--- src/rtl/mem_access_master.sv ---
// Bus master for the 8x8 latch-based memory unit: sequences each request as
// SETUP -> STROBE -> HOLD so address/op/data are stable whenever select is high.
module mem_access_master #(
  parameter int unsigned STROBE_CYC = 2,
  parameter int unsigned HOLD_CYC   = 1
) (
  input  logic       clk,
  input  logic       rst_n,
  input  logic       req_valid,
  output logic       req_ready,
  input  logic       req_write,
  input  logic [2:0] req_addr,
  input  logic [7:0] req_wdata,
  output logic       rsp_valid,
  input  logic       rsp_ready,
  output logic       rsp_write,
  output logic [7:0] rsp_rdata,
  output logic       mem_op,
  output logic       mem_select,
  output logic [2:0] mem_address,
  output logic [7:0] mem_in_bus,
  input  logic [7:0] mem_out_bus
);

  localparam logic [3:0] STROBE_LOAD = 4'(STROBE_CYC - 1);
  localparam logic [3:0] HOLD_LOAD   = 4'(HOLD_CYC - 1);

  typedef enum logic [2:0] {ST_IDLE, ST_SETUP, ST_STROBE, ST_HOLD, ST_RESP} state_t;

  state_t     r_state, w_state_next;
  logic [3:0] r_cnt, w_cnt_next;
  logic       r_req_ready, w_req_ready_next;
  logic       r_rsp_valid, w_rsp_valid_next;
  logic       r_rsp_write, w_rsp_write_next;
  logic [7:0] r_rsp_rdata, w_rsp_rdata_next;
  logic       r_mem_op, w_mem_op_next;
  logic       r_mem_select, w_mem_select_next;
  logic [2:0] r_mem_address, w_mem_address_next;
  logic [7:0] r_mem_in_bus, w_mem_in_bus_next;

  always_ff @(posedge clk or negedge rst_n) begin
    if (!rst_n) begin
      r_state       <= ST_IDLE;
      r_cnt         <= 4'd0;
      r_req_ready   <= 1'b1;
      r_rsp_valid   <= 1'b0;
      r_rsp_write   <= 1'b0;
      r_rsp_rdata   <= 8'h00;
      r_mem_op      <= 1'b0;
      r_mem_select  <= 1'b0;
      r_mem_address <= 3'd0;
      r_mem_in_bus  <= 8'h00;
    end else begin
      r_state       <= w_state_next;
      r_cnt         <= w_cnt_next;
      r_req_ready   <= w_req_ready_next;
      r_rsp_valid   <= w_rsp_valid_next;
      r_rsp_write   <= w_rsp_write_next;
      r_rsp_rdata   <= w_rsp_rdata_next;
      r_mem_op      <= w_mem_op_next;
      r_mem_select  <= w_mem_select_next;
      r_mem_address <= w_mem_address_next;
      r_mem_in_bus  <= w_mem_in_bus_next;
    end
  end

  // Every output is computed one cycle ahead so the pins come straight from flops.
  always_comb begin
    w_state_next       = r_state;
    w_cnt_next         = r_cnt;
    w_req_ready_next   = r_req_ready;
    w_rsp_valid_next   = r_rsp_valid;
    w_rsp_write_next   = r_rsp_write;
    w_rsp_rdata_next   = r_rsp_rdata;
    w_mem_op_next      = r_mem_op;
    w_mem_select_next  = r_mem_select;
    w_mem_address_next = r_mem_address;
    w_mem_in_bus_next  = r_mem_in_bus;
    case (r_state)
      ST_IDLE: begin
        if (req_valid && r_req_ready) begin
          w_state_next       = ST_SETUP;
          w_req_ready_next   = 1'b0;
          w_mem_op_next      = req_write;
          w_mem_address_next = req_addr;
          w_mem_in_bus_next  = req_write ? req_wdata : 8'h00;
        end
      end
      ST_SETUP: begin
        w_state_next      = ST_STROBE;
        w_mem_select_next = 1'b1;
        w_cnt_next        = STROBE_LOAD;
      end
      ST_STROBE: begin
        if (r_cnt == 4'd0) begin
          w_state_next      = ST_HOLD;
          w_mem_select_next = 1'b0;
          w_cnt_next        = HOLD_LOAD;
          w_rsp_write_next  = r_mem_op;
          w_rsp_rdata_next  = r_mem_op ? 8'h00 : mem_out_bus;
        end else begin
          w_cnt_next = r_cnt - 4'd1;
        end
      end
      ST_HOLD: begin
        if (r_cnt == 4'd0) begin
          w_state_next     = ST_RESP;
          w_rsp_valid_next = 1'b1;
        end else begin
          w_cnt_next = r_cnt - 4'd1;
        end
      end
      ST_RESP: begin
        // Address is left parked; only op and data return to their idle value.
        if (rsp_ready) begin
          w_state_next      = ST_IDLE;
          w_rsp_valid_next  = 1'b0;
          w_req_ready_next  = 1'b1;
          w_mem_op_next     = 1'b0;
          w_mem_in_bus_next = 8'h00;
        end
      end
      default: begin
        w_state_next      = ST_IDLE;
        w_mem_select_next = 1'b0;
        w_req_ready_next  = 1'b1;
        w_rsp_valid_next  = 1'b0;
      end
    endcase
  end

  assign req_ready   = r_req_ready;
  assign rsp_valid   = r_rsp_valid;
  assign rsp_write   = r_rsp_write;
  assign rsp_rdata   = r_rsp_rdata;
  assign mem_op      = r_mem_op;
  assign mem_select  = r_mem_select;
  assign mem_address = r_mem_address;
  assign mem_in_bus  = r_mem_in_bus;

endmodule

--- config.mk ---
export PLATFORM = sky130hd
export DESIGN_NAME = mem_access_master
export DESIGN_NICKNAME = d
export VERILOG_FILES = /design/src/rtl/mem_access_master.sv
export SDC_FILE = /design/constraint.sdc
export NUM_CORES = 1
export LEC_CHECK = 0
export CORE_MARGIN = 4
export CORE_UTILIZATION = 25
export DETAILED_ROUTE_END_ITERATION = 12
export PLACE_DENSITY = 0.54
export SYNTH_ARGS = -nofsm -noshare
export SYNTH_HDL_FRONTEND = slang
export SYNTH_SLANG_ARGS = --single-unit
--- constraint.sdc ---
create_clock -name clk -period 1.5 [get_ports clk]
set_input_delay 0.3 -clock clk [delete_from_list [all_inputs] [get_ports clk]]
set_output_delay 0.3 -clock clk [all_outputs]
set_load 0.01 [all_outputs]
# After elaboration in Yosys (flattened, before gate mapping)
# Index checks and enable logic that the tools add are counted.
totals:
  regBits: 31
  inputBits: 24
  output_inout_bits: 24
  wordCells: 62
classes:
  n_addsub: 1
  n_eq_ne: 9
  n_mux: 23
  bitwise: 3
  reduce_logical: 16
ops:
  columns: ["cell", "count"]
  rows:
  - ["8-bit 2-to-1 mux", 4]
  - ["8-bit case mux with 2 select lines", 1]
  - ["3-bit case mux with 5 select lines", 1]
  - ["3-bit 2-to-1 mux", 4]
  - ["4-bit case mux with 3 select lines", 1]
  - ["2-bit inequality test (second input constant)", 5]
  - ["1-bit case mux with 3 select lines", 3]
  - ["3-bit AND reduction", 3]
  - ["3-bit OR reduction", 3]
  - ["4-bit 2-to-1 mux", 2]
  - ["2-bit AND reduction", 4]
  - ["3-bit by 2-bit == test with 1-bit output (second input constant)", 2]
  - ["1-bit 2-to-1 mux", 6]
  - ["4-bit logical NOT", 1]
  - ["4-bit AND reduction", 1]
  - ["4-bit by 1-bit subtractor with 4-bit output (second input constant)", 1]
  - ["3-bit by 1-bit == test with 1-bit output (second input constant)", 1]
  - ["3-bit == test (second input constant)", 1]
  - ["3-bit logical NOT", 1]
  - ["1-bit NOT", 3]
  - ["3-bit nonzero test", 1]
  - ["1-bit case mux with 2 select lines", 1]
  - ["2-bit nonzero test", 1]
  - ["1-bit logical AND", 1]

# Longest topological paths before layout
logic_depth:
  word_depth: 4
  ltp_mapped: 6
  mapped_depth_nobuf: 5

# Worst setup path before layout
# Ideal clock, no wire load.
synth_path:
  kind: "register -> register"
  startpoint: "register r_cnt[0]"
  endpoint: "register r_rsp_rdata[0] (netlist: rsp_rdata[0])"
  setup_time_ns: 0.125
  arrival_ns: 1.449
  required_time_ns: 1.375
  path_slack_ns: -0.073
  stages_incl_launch_ff: 6
  path_buffers: 0
  synth_period_minus_slack_ns: 1.573
  cell_sequence: "dfrtp_1 -> inv_1 -> ha_1 -> nor3b_1 -> nand3_1 -> mux2_2"
synth_between:
  elab_chain_cells: 2
synth_lines:
  columns: ["element", "line", "source"]
  rows:
  - ["start, declared", "31", "logic [3:0] r_cnt, w_cnt_next;"]
  - ["start signal, assigned", "55", "r_cnt <= w_cnt_next;"]
  - ["4-bit logical NOT", "95", "if (r_cnt == 4'd0) begin"]
  - ["2-bit AND reduction (no source line)", null, null]
  - ["end signal, assigned", "59", "r_rsp_rdata <= w_rsp_rdata_next;"]
  - ["end, declared", "35", "logic [7:0] r_rsp_rdata, w_rsp_rdata_next;"]
# No other way between the ends.
# A chain may end at the register's enable or synchronous reset.

# Worst setup path after layout
layout_path:
  startpoint: "register r_cnt[0]"
  endpoint: "register r_rsp_rdata[3] (netlist: rsp_rdata[3])"
# Same word-level chain as after synthesis.

==> results by group <==
Power and ir drop
  • Max IR drop VDD: 0.0005493 V
  • Sw Ratio: 0.3340
  • Power Total: 4.225 mW
  • Total leakage power: 1.184 nW
  • NetSw: 1.411 mW
  • Combinational share of power: 0.480
  • Clock power share: 0.182
  • P_int: 2.814 mW
  • Pwr dens: 1859 nW/um^2
  • Reg power frac: 0.338

Setup path
  • RR Startpoint: r_cnt[0]
  • CP max-delay cell: dfrtp_1
  • R2R Path End: rsp_rdata[3]
  • Worst Path Class, Setup: flip-flop to flip-flop
  • Worst Setup SP: r_cnt[0]
  • Startpoint types: flip-flop
  • WP data arrival: 1.66 ns
  • Critical-path cell list: inv_2 > ha_4 > nor3b_4 > nand3_4 > mux2_2
  • Worst path max stage delay: 0.39 ns
  • Reg2Reg Depth: 5
  • CP endpoint kind: flip-flop
  • CP max FO: 9
  • Crit path capture: rsp_rdata[3]
  • Crit path required time: 1.66 ns
  • R2r setup slk: -0.004 ns

Logic synthesis
  • Predominant post-synthesis flop cell: dfrtp_1
  • Seq/Total Area, Yosys: 0.5471
  • Ys async rst share: 1.000
  • Avg Inst Size Synth: 11.93 um^2
  • Largest cells by area after synthesis: dfrtp_1 53%, mux2_2 7.1%, a22o_1 6.2%, nor2b_1 3.5%, mux2_4 3.2%
  • Distinct cells, synth: 40
  • Post-synthesis cell area: 1420 um^2
  • Ys Warns: 0
  • Cell taking the most area after synthesis: dfrtp_1
  • Post-Synthesis Cells: 119
  • Yosys top cell area share: 0.5286
  • Synthesis-stage register bit count: 31
  • Number of synthesized flops with an enable pin: 0
  • Net Count, Synth: 144

Final layout
  • Design Area, Final: 2272 um^2
  • Util after Layout: 0.4126
  • Layout area overhead: 60.00%
  • Most frequent cells in the layout: 30 x dfrtp_1, 27 x clkdlybuf4s50_1, 16 x dlymetal6s2s_1
  • Share of cells above drive strength 1: 0.2418
  • Fin nets: 207
  • Post-Layout Cell Count: 254
  • Commonest non-fill, non-tap cell in the layout: dfrtp_1
  • Ant diodes: 0

STA
  • Post-route setup slack: -0.003837 ns
  • Skew final: 0.01076 ns
  • Final Hold Fails: 0
  • Setup Total Neg Slack: -0.003837 ns
  • Slew headroom: 0.7557
  • Slew Limit Fails: 0
  • Unrepaired setup endpoints after global routing: true
  • Fmax: 665.0 MHz
  • Worst-margin pin slew: 0.3653 ns
  • Worst hold slack: 0.3787 ns
  • Period utilisation layout: 1.003
  • Final min period: 1.504 ns
  • Final Setup Violations: 1

CTS
  • Root buf cell: clkbuf_8
  • Post-CTS Hold Buffers: 0
  • Clock sink total: 31
  • CTS tree: built
  • Total CTS buffers: 5
  • Clk_lat worst skew: 0.28 ns
  • Clk slew on worst S/H paths: 0.07 ns
  • H-tree levels: 2
  • Max clock buf depth: 2

Placed design
  • Dpl ws: -0.2959 ns
  • RePlAce Congestion: 0.8345
  • Detailed placer's ending HPWL: 2.682 mm
  • Dpl cell area: 2062 um^2
  • Port Buffer Count: 47
  • Post-placement cell count: 243

Drt
  • Vias/cell: 4.701
  • Routed Antenna Nets: 0
  • Iter 0 DRT Violations: 32
  • Routed WL: 3.765 mm
  • DR pass1 iterations: 4
  • Wirelength per Cell: 14.82 um
  • Via count: 1194
  • DRC viols: 0

GRT
  • Vias in the first global route: 1260
  • Largest net degree at the start of global routing: 32
  • Gr ovfl total: 0
  • Initial antenna violation count: 0
  • First-pass GRT wire length: 6.120 mm
  • All-Layer GR Usage: 0.1107

Floorplan
  • Die H: 83.37 um
  • Die W: 83.37 um
  • I/O pins: 48
  • Die area: 6951 um^2
  • Core box area: 5507 um^2
  • Site Rows: 27
  • Initial Util: 0.2579

Outcome
  • Outcome: complete, but fails checks
  • Failing checks: setup timing

Flow run
  • Max-cap violations: 0

Min path
  • Worst hold path type: primary input to asynchronous set/reset pin
## sequential cells by signal (all words and copies together), names as in the netlist
name and flops:
rsp_write 1, mem_op 1, rsp_rdata 8, mem_select 1, mem_in_bus 8, r_state 3, mem_address 3, r_cnt 4
req_ready 1, rsp_valid 1
## worst max-delay path: cells and delay by family, from the launching register on
kind / cells / cell delay, ns
flops: 1 / 0.39
buf+inv: 1 / 0.07
fa+ha+maj: 1 / 0.14
mux: 1 / 0.32
simple gates: 2 / 0.47
## power by group through the flow
| stage | combinational (mW) | sequential [mW] | clock, mW |
|---|---|---|---|
| floorplan | 0.908 | 1.54 | 0 |
| detailed placement | 1.94 | 1.43 | 0 |
| global placement | 1.90 | 1.41 | 0 |
| CTS | 1.97 | 1.43 | 0.790 |
| finish | 2.03 | 1.43 | 0.770 |
| global route | 2.21 | 1.48 | 0.834 |
## cell type report
cell class | instances | area, um^2
well taps | 72 | 90.09
fillers | 542 | 3234
repair buffers | 62 | 633.1
multi-input cells | 76 | 646.9
inverters | 6 | 22.52
clock buffers | 6 | 72.57
flip-flops and latches | 31 | 777.0
clock inverters | 1 | 30.03
## routing by layer
| metal | up-vias | GRT usage | wire (um) |
|---|---|---|---|
| li1 | 563 | - | - |
| met1 | 583 | 0.1356 | 1624 |
| met2 | 43 | 0.1706 | 1844 |
| met3 | 5 | 0.04167 | 224 |
| met4 | 0 | 0.05349 | 72 |
| met5 | - | 0 | 0 |
## cell usage after synthesis, types with 2 or more instances
library cell and count:
dfrtp_1 30, a22o_1 10, mux2_2 9, nor2b_1 8
inv_1 6, nand2_1 5, o21ai_0 4, clkbuf_1 3
mux2_4 3, nand3_1 3, o31ai_1 3, a211o_1 2
a21boi_0 2, buf_2 2, nand2b_1 2, nand3b_1 2
nor2_1 2
## what timing repair did
action / CTS / global route
setup endpoints to repair: 18 / 43
hold endpoints to repair: 0 / 0
gates cloned: 0 / 1
pin swaps: 0 / 3
resized for setup: 7 / 24
setup buffers: 0 / 3
## cells by family after synthesis
kind of cell	after synthesis	synth area share
simple gates	33	0.1436
buf+inv	12	0.03436
fa+ha+maj	1	0.008809
flops	31	0.5471
compound gates	30	0.1630
mux	12	0.1031
## worst min-delay path by stage
stage,start,endpoint,slack (ns)
after global routing,rst_n,r_state[0],0.38
after floorplan,rst_n,mem_address[0],0.004
after detailed placement,mem_in_bus[2],mem_in_bus[2],0.49
after CTS,rst_n,r_cnt[1],0.38
final,rst_n,r_state[0],0.38
after global placement,mem_in_bus[4],mem_in_bus[4],0.49
(Power assumes the default switching activity.)
